$ cat src/rtl/seq_divider.sv
// rtl/seq_divider.sv - sequential unsigned radix-2 restoring divider with start/busy/done handshake
module seq_divider #(
    parameter int WIDTH = 8,
    localparam int CNT_W = $clog2(WIDTH + 1)
) (
    input  logic             clk,
    input  logic             rst_n,
    input  logic             start,
    input  logic [WIDTH-1:0] dividend,
    input  logic [WIDTH-1:0] divisor,
    output logic             busy,
    output logic             done,
    output logic [WIDTH-1:0] quotient,
    output logic [WIDTH-1:0] remainder,
    output logic             div_by_zero
);

    typedef enum logic [1:0] {ST_IDLE, ST_RUN, ST_DONE} state_t;

    state_t           state_q;
    logic [WIDTH-1:0] q_q, d_q, r_q;
    logic [CNT_W-1:0] cnt_q;
    logic             zdiv_q;
    logic             busy_q, done_q, dbz_q;
    logic [WIDTH-1:0] quot_q, rem_q;

    logic [WIDTH:0]   r_sh;
    logic [WIDTH-1:0] diff;
    logic [WIDTH:0]   brw;
    logic             borrow;
    logic [WIDTH-1:0] r_d, q_d;

    assign r_sh   = {r_q, q_q[WIDTH-1]};
    assign brw[0] = 1'b0;

    for (genvar i = 0; i < WIDTH; i++) begin : g_sub
        assign diff[i]    = r_sh[i] ^ d_q[i] ^ brw[i];
        assign brw[i + 1] = (~r_sh[i] & (d_q[i] | brw[i])) | (d_q[i] & brw[i]);
    end
    // Top cell subtracts the zero-extended divisor bit, so only the borrow survives.
    assign borrow = ~r_sh[WIDTH] & brw[WIDTH];

    // A restored remainder is always below the divisor, so WIDTH bits hold it.
    assign r_d = borrow ? r_sh[WIDTH-1:0] : diff;
    assign q_d = {q_q[WIDTH-2:0], ~borrow};

    always_ff @(posedge clk or negedge rst_n) begin
        if (!rst_n) begin
            state_q <= ST_IDLE;
            q_q     <= '0;
            d_q     <= '0;
            r_q     <= '0;
            cnt_q   <= '0;
            zdiv_q  <= 1'b0;
            busy_q  <= 1'b0;
            done_q  <= 1'b0;
            dbz_q   <= 1'b0;
            quot_q  <= '0;
            rem_q   <= '0;
        end else begin
            done_q <= 1'b0;
            case (state_q)
                ST_IDLE, ST_DONE: begin
                    if (start) begin
                        q_q     <= dividend;
                        d_q     <= divisor;
                        r_q     <= '0;
                        cnt_q   <= '0;
                        zdiv_q  <= (divisor == '0);
                        busy_q  <= (divisor != '0);
                        state_q <= ST_RUN;
                    end else if (state_q == ST_DONE) begin
                        state_q <= ST_IDLE;
                    end
                end
                ST_RUN: begin
                    // Zero divisor takes one silent cycle in RUN so done lands one edge after start.
                    if (zdiv_q) begin
                        zdiv_q  <= 1'b0;
                        quot_q  <= '1;
                        rem_q   <= q_q;
                        dbz_q   <= 1'b1;
                        done_q  <= 1'b1;
                        state_q <= ST_DONE;
                    end else begin
                        r_q   <= r_d;
                        q_q   <= q_d;
                        cnt_q <= cnt_q + 1'b1;
                        if (cnt_q == CNT_W'(WIDTH - 1)) begin
                            quot_q  <= q_d;
                            rem_q   <= r_d;
                            dbz_q   <= 1'b0;
                            done_q  <= 1'b1;
                            busy_q  <= 1'b0;
                            state_q <= ST_DONE;
                        end
                    end
                end
                default: state_q <= ST_IDLE;
            endcase
        end
    end

    assign busy        = busy_q;
    assign done        = done_q;
    assign quotient    = quot_q;
    assign remainder   = rem_q;
    assign div_by_zero = dbz_q;

endmodule

$ cat config.mk
export PLATFORM = sky130hd
export DESIGN_NAME = seq_divider
export DESIGN_NICKNAME = d
export VERILOG_FILES = /design/src/rtl/seq_divider.sv
export SDC_FILE = /design/constraint.sdc
export NUM_CORES = 1
export LEC_CHECK = 0
export ABC_AREA = 1
export BUFFER_PORTS_ARGS = -buffer_cell sky130_fd_sc_hd__buf_2
export CAP_MARGIN = 20
export CORE_MARGIN = 3
export CORE_UTILIZATION = 56
export DETAILED_ROUTE_END_ITERATION = 7
export GPL_ROUTABILITY_DRIVEN = 0
export HOLD_SLACK_MARGIN = 0.05
export PLACE_DENSITY = 0.75
export SLEW_MARGIN = 20
export SYNTH_ARGS = -nofsm -noshare
export SYNTH_HDL_FRONTEND = slang
export SYNTH_SLANG_ARGS = --single-unit
$ cat constraint.sdc
create_clock -name clk -period 4.4 [get_ports clk]
set_input_delay 0.88 -clock clk [delete_from_list [all_inputs] [get_ports clk]]
set_output_delay 0.88 -clock clk [all_outputs]
set_load 0.01 [all_outputs]
==> flow_summary.rst <==
.. list-table::
   :header-rows: 1

   * - Metric
     - Value
   * - Global-route wire length before repair
     - 8638 microns
   * - X dimension of the die
     - 72.61 microns
   * - Number of hold violations in the final report
     - 0
   * - Setup TNS
     - 0 ps
   * - Leading cell type in the layout, fill and taps excluded
     - sky130_fd_sc_hd__nand2_1
   * - FF+latch count, synth
     - 50
   * - Data required time at the worst endpoint
     - approximately 4700 ps
   * - Max stage delay cell, worst path
     - sky130_fd_sc_hd__fa_1
   * - CTS Hold Bufs
     - 0
   * - Via count of the first global-routing pass
     - 1,915
   * - Root buffer selected by CTS
     - sky130_fd_sc_hd__clkbuf_8
   * - Post_cts resized
     - 0
   * - Area Growth Syn to Fin
     - 12.19%
   * - Sequential area share after synthesis
     - 50.35%
   * - Initial core utilization
     - 59.96%
   * - Category of the worst setup path capture point
     - flop
   * - Maximum fanout count along the critical path
     - 10
   * - Drt wl/cell
     - 12.74 microns
   * - Series of cell instances along the critical path
     - inv_1 > ha_1 > fa_1 > fa_1 > fa_1 > fa_1 > fa_1 > fa_1 > fa_1 > nand2_1 > nand2_1 > nand3_1 > nand3_1 > nand2_1
   * - Max-cap violation count
     - 0
   * - Max-slew headroom
     - 59.67%
   * - Crit path kind
     - flop to flop
   * - Post-synth net total
     - 327
   * - Pin count of the biggest net entering global routing
     - slightly above 50
   * - Core occupancy in the finished layout
     - 67.27%
   * - Mapped Avg Cell Area
     - between 8 and 9 sq um
   * - Most prevalent standard cell on the critical path
     - sky130_fd_sc_hd__fa_1
   * - Clock buffer count from CTS
     - 5
   * - First DRT Iteration DRCs
     - about 150
   * - Cells after Synth
     - 299
   * - Standard-cell row count
     - 23
   * - CP delay by family, top
     - adder cells
   * - Number of antenna repair diodes
     - 0
   * - Final net count
     - approximately 360
   * - Register area
     - between 0.001 and 0.0015 sq mm
   * - Min-delay worst type
     - flop to flop
   * - Crit start category
     - flop
   * - Clock-pin slew on the worst setup and hold paths
     - 80 ps
   * - Count of clock tree sinks
     - 50
   * - IO Port Bufs
     - 37
   * - Placeable Area
     - 0.004144 sq mm
   * - Fill cell total of the finished layout
     - 357
   * - Syn. warnings
     - 0
   * - Pwr per Cell Area
     - around 830 mW/mm^2
   * - Final period utilization
     - 92.85%
   * - TritonCTS clock tree
     - done
   * - Number of detailed-routing iterations run before antenna repair
     - 5
   * - Worst clock skew
     - 7.629 ps
   * - Buffers inserted during post-CTS setup optimization
     - 0
   * - Most frequent cells in the layout
     - 107 x sky130_fd_sc_hd__nand2_1, 50 x sky130_fd_sc_hd__dfrtp_1, 37 x sky130_fd_sc_hd__buf_2
   * - Post-Synthesis Cell Area
     - 0.002485 sq mm
   * - Number of vias after detailed routing
     - a little under 2,000
   * - Peak clock frequency supported by timing
     - 244.8 MHz
   * - Area used by multi-input combinational logic
     - 0.001036 sq mm
   * - Initial antenna violation count
     - 0
   * - Number of placed I/O pins
     - 38
   * - Buffering stage count on the worst path with inverters included
     - 1
   * - Worst path arrival time
     - 4340 ps
   * - Actual slew at the worst max-slew pin
     - 605.0 ps
   * - Leakage Power
     - 1.503 nW
   * - Global-route total usage across every layer
     - 21.09%
   * - Fraction of post-synthesis cell area in the top cell type by area
     - 50.35%
   * - Die H
     - 72.61 microns
   * - Longest individual stage delay on the worst path
     - approximately 410 ps
   * - Peak supply drop
     - 0.0004045 V
   * - Min cycle time layout
     - 4085 ps
   * - Final hold slack
     - approximately 480 ps
   * - Total routed wirelength
     - 4930 microns
   * - Top area cells in the synthesized netlist
     - sky130_fd_sc_hd__dfrtp_1 50%, sky130_fd_sc_hd__nand2_1 16%, sky130_fd_sc_hd__nand3_1 6.0%
   * - Maximum root-to-sink buffer count
     - 2
   * - Clock latency of the later-clocked register in the worst-skew pair
     - 310 ps
   * - Max H-tree Level
     - 2
   * - Area enclosed by the die boundary
     - 0.005272 sq mm
   * - Final Max Slew Viols
     - 0
   * - Detailed placer's ending HPWL
     - 3560 microns
   * - Global route overflow
     - 0
   * - Fraction of final layout cells with drive strength greater than 1
     - 16.91%
   * - Run status
     - complete, no violations
   * - Residual antenna-violating net count after detailed routing
     - 0
   * - Ratio of routed vias to standard cells
     - between 5 and 6
   * - Final setup viols
     - 0
   * - Synth cell types
     - 22
   * - Setup repair after global routing missed its margin
     - no
   * - Area leader, netlist
     - sky130_fd_sc_hd__dfrtp_1
   * - # DRC
     - 0
## per-layer routing
metal / global-route usage [%] / vias to the layer above / wire [microns]
met5: 0 / - / 0
met4: 8.197 / 0 / 85
met3: 3.857 / 8 / 223
met2: 33.17 / 48 / 2197
met1: 29.19 / 903 / 2424
li1: - / 1025 / -
## tightest hold or removal path, stage by stage (launching register included)
cell                      delay [ps]
sky130_fd_sc_hd__dfrtp_1         350
sky130_fd_sc_hd__nand2_1          50
sky130_fd_sc_hd__nand2_1          50
## synthesized netlist by cell type, drive strengths merged
cell / count
nand4: 1
o211ai: 3
ha: 2
fa: 7
o2bb2ai: 8
clkbuf: 2
nor2: 9
nand2: 109
o21ai: 31
buf: 7
nand3: 30
inv: 38
dfrtp: 50
clkinv: 1
or2: 1
## cells by family (layout without fill, tap and decap cells)
group	count (synthesis)	count (layout)	synth area share, %
flops	50	50	50.35
compound gates	42	42	9.970
fa+ha+maj	9	9	6.646
buf+inv	48	86	7.956
simple gates	150	150	25.08
## power breakdown
group	leakage, nW	switching (mW)	internal (mW)
sequential	0.610	0.136	0.676
clock	0.0482	0.149	0.127
combinational	0.845	0.779	0.455
## stage by stage
step	std cells	worst slack (ps)	area [sq um]	power, mW
4_1_cts	387	339.4	2788	2.332
5_1_grt	387	58.78	2788	2.596
2_1_floorplan	299	512.4	2485	1.742
3_5_place_dp	379	364.7	2696	2.054
3_3_place_gp	379	409.9	2696	2.027
6_report	387	314.7	2788	2.322
## final timing paths
check                                   from      endpoint  slack [ps]  depth (start not counted)
worst max-delay path                  q_q[7]  remainder[5]         310                         14
worst max register to register        q_q[7]  remainder[5]         310                         14
worst min-delay path            remainder[5]  remainder[5]         480                          2
min in group asynchronous              rst_n   quotient[3]         660                          2
max in group asynchronous              rst_n        q_q[7]        3330                          2
worst min register to register  remainder[5]  remainder[5]         480                          2
## cell type report
type,instances,share of cell area [%]
flip-flops and latches,50,44.88
multi-input cells,201,37.16
repair buffers,39,7.181
inverters,39,5.251
clock buffers,7,3.097
well taps,50,2.244
clock inverters,1,0.1795
## flip-flops by register name, indices dropped and copies added, names as in the netlist
name,count
busy,1
cnt_q,4
d_q,8
div_by_zero,1
done,1
q_q,8
quotient,8
r_q,8
remainder,8
state_q,2
zdiv_q,1
Note: power is estimated with default switching activity, not from simulation.
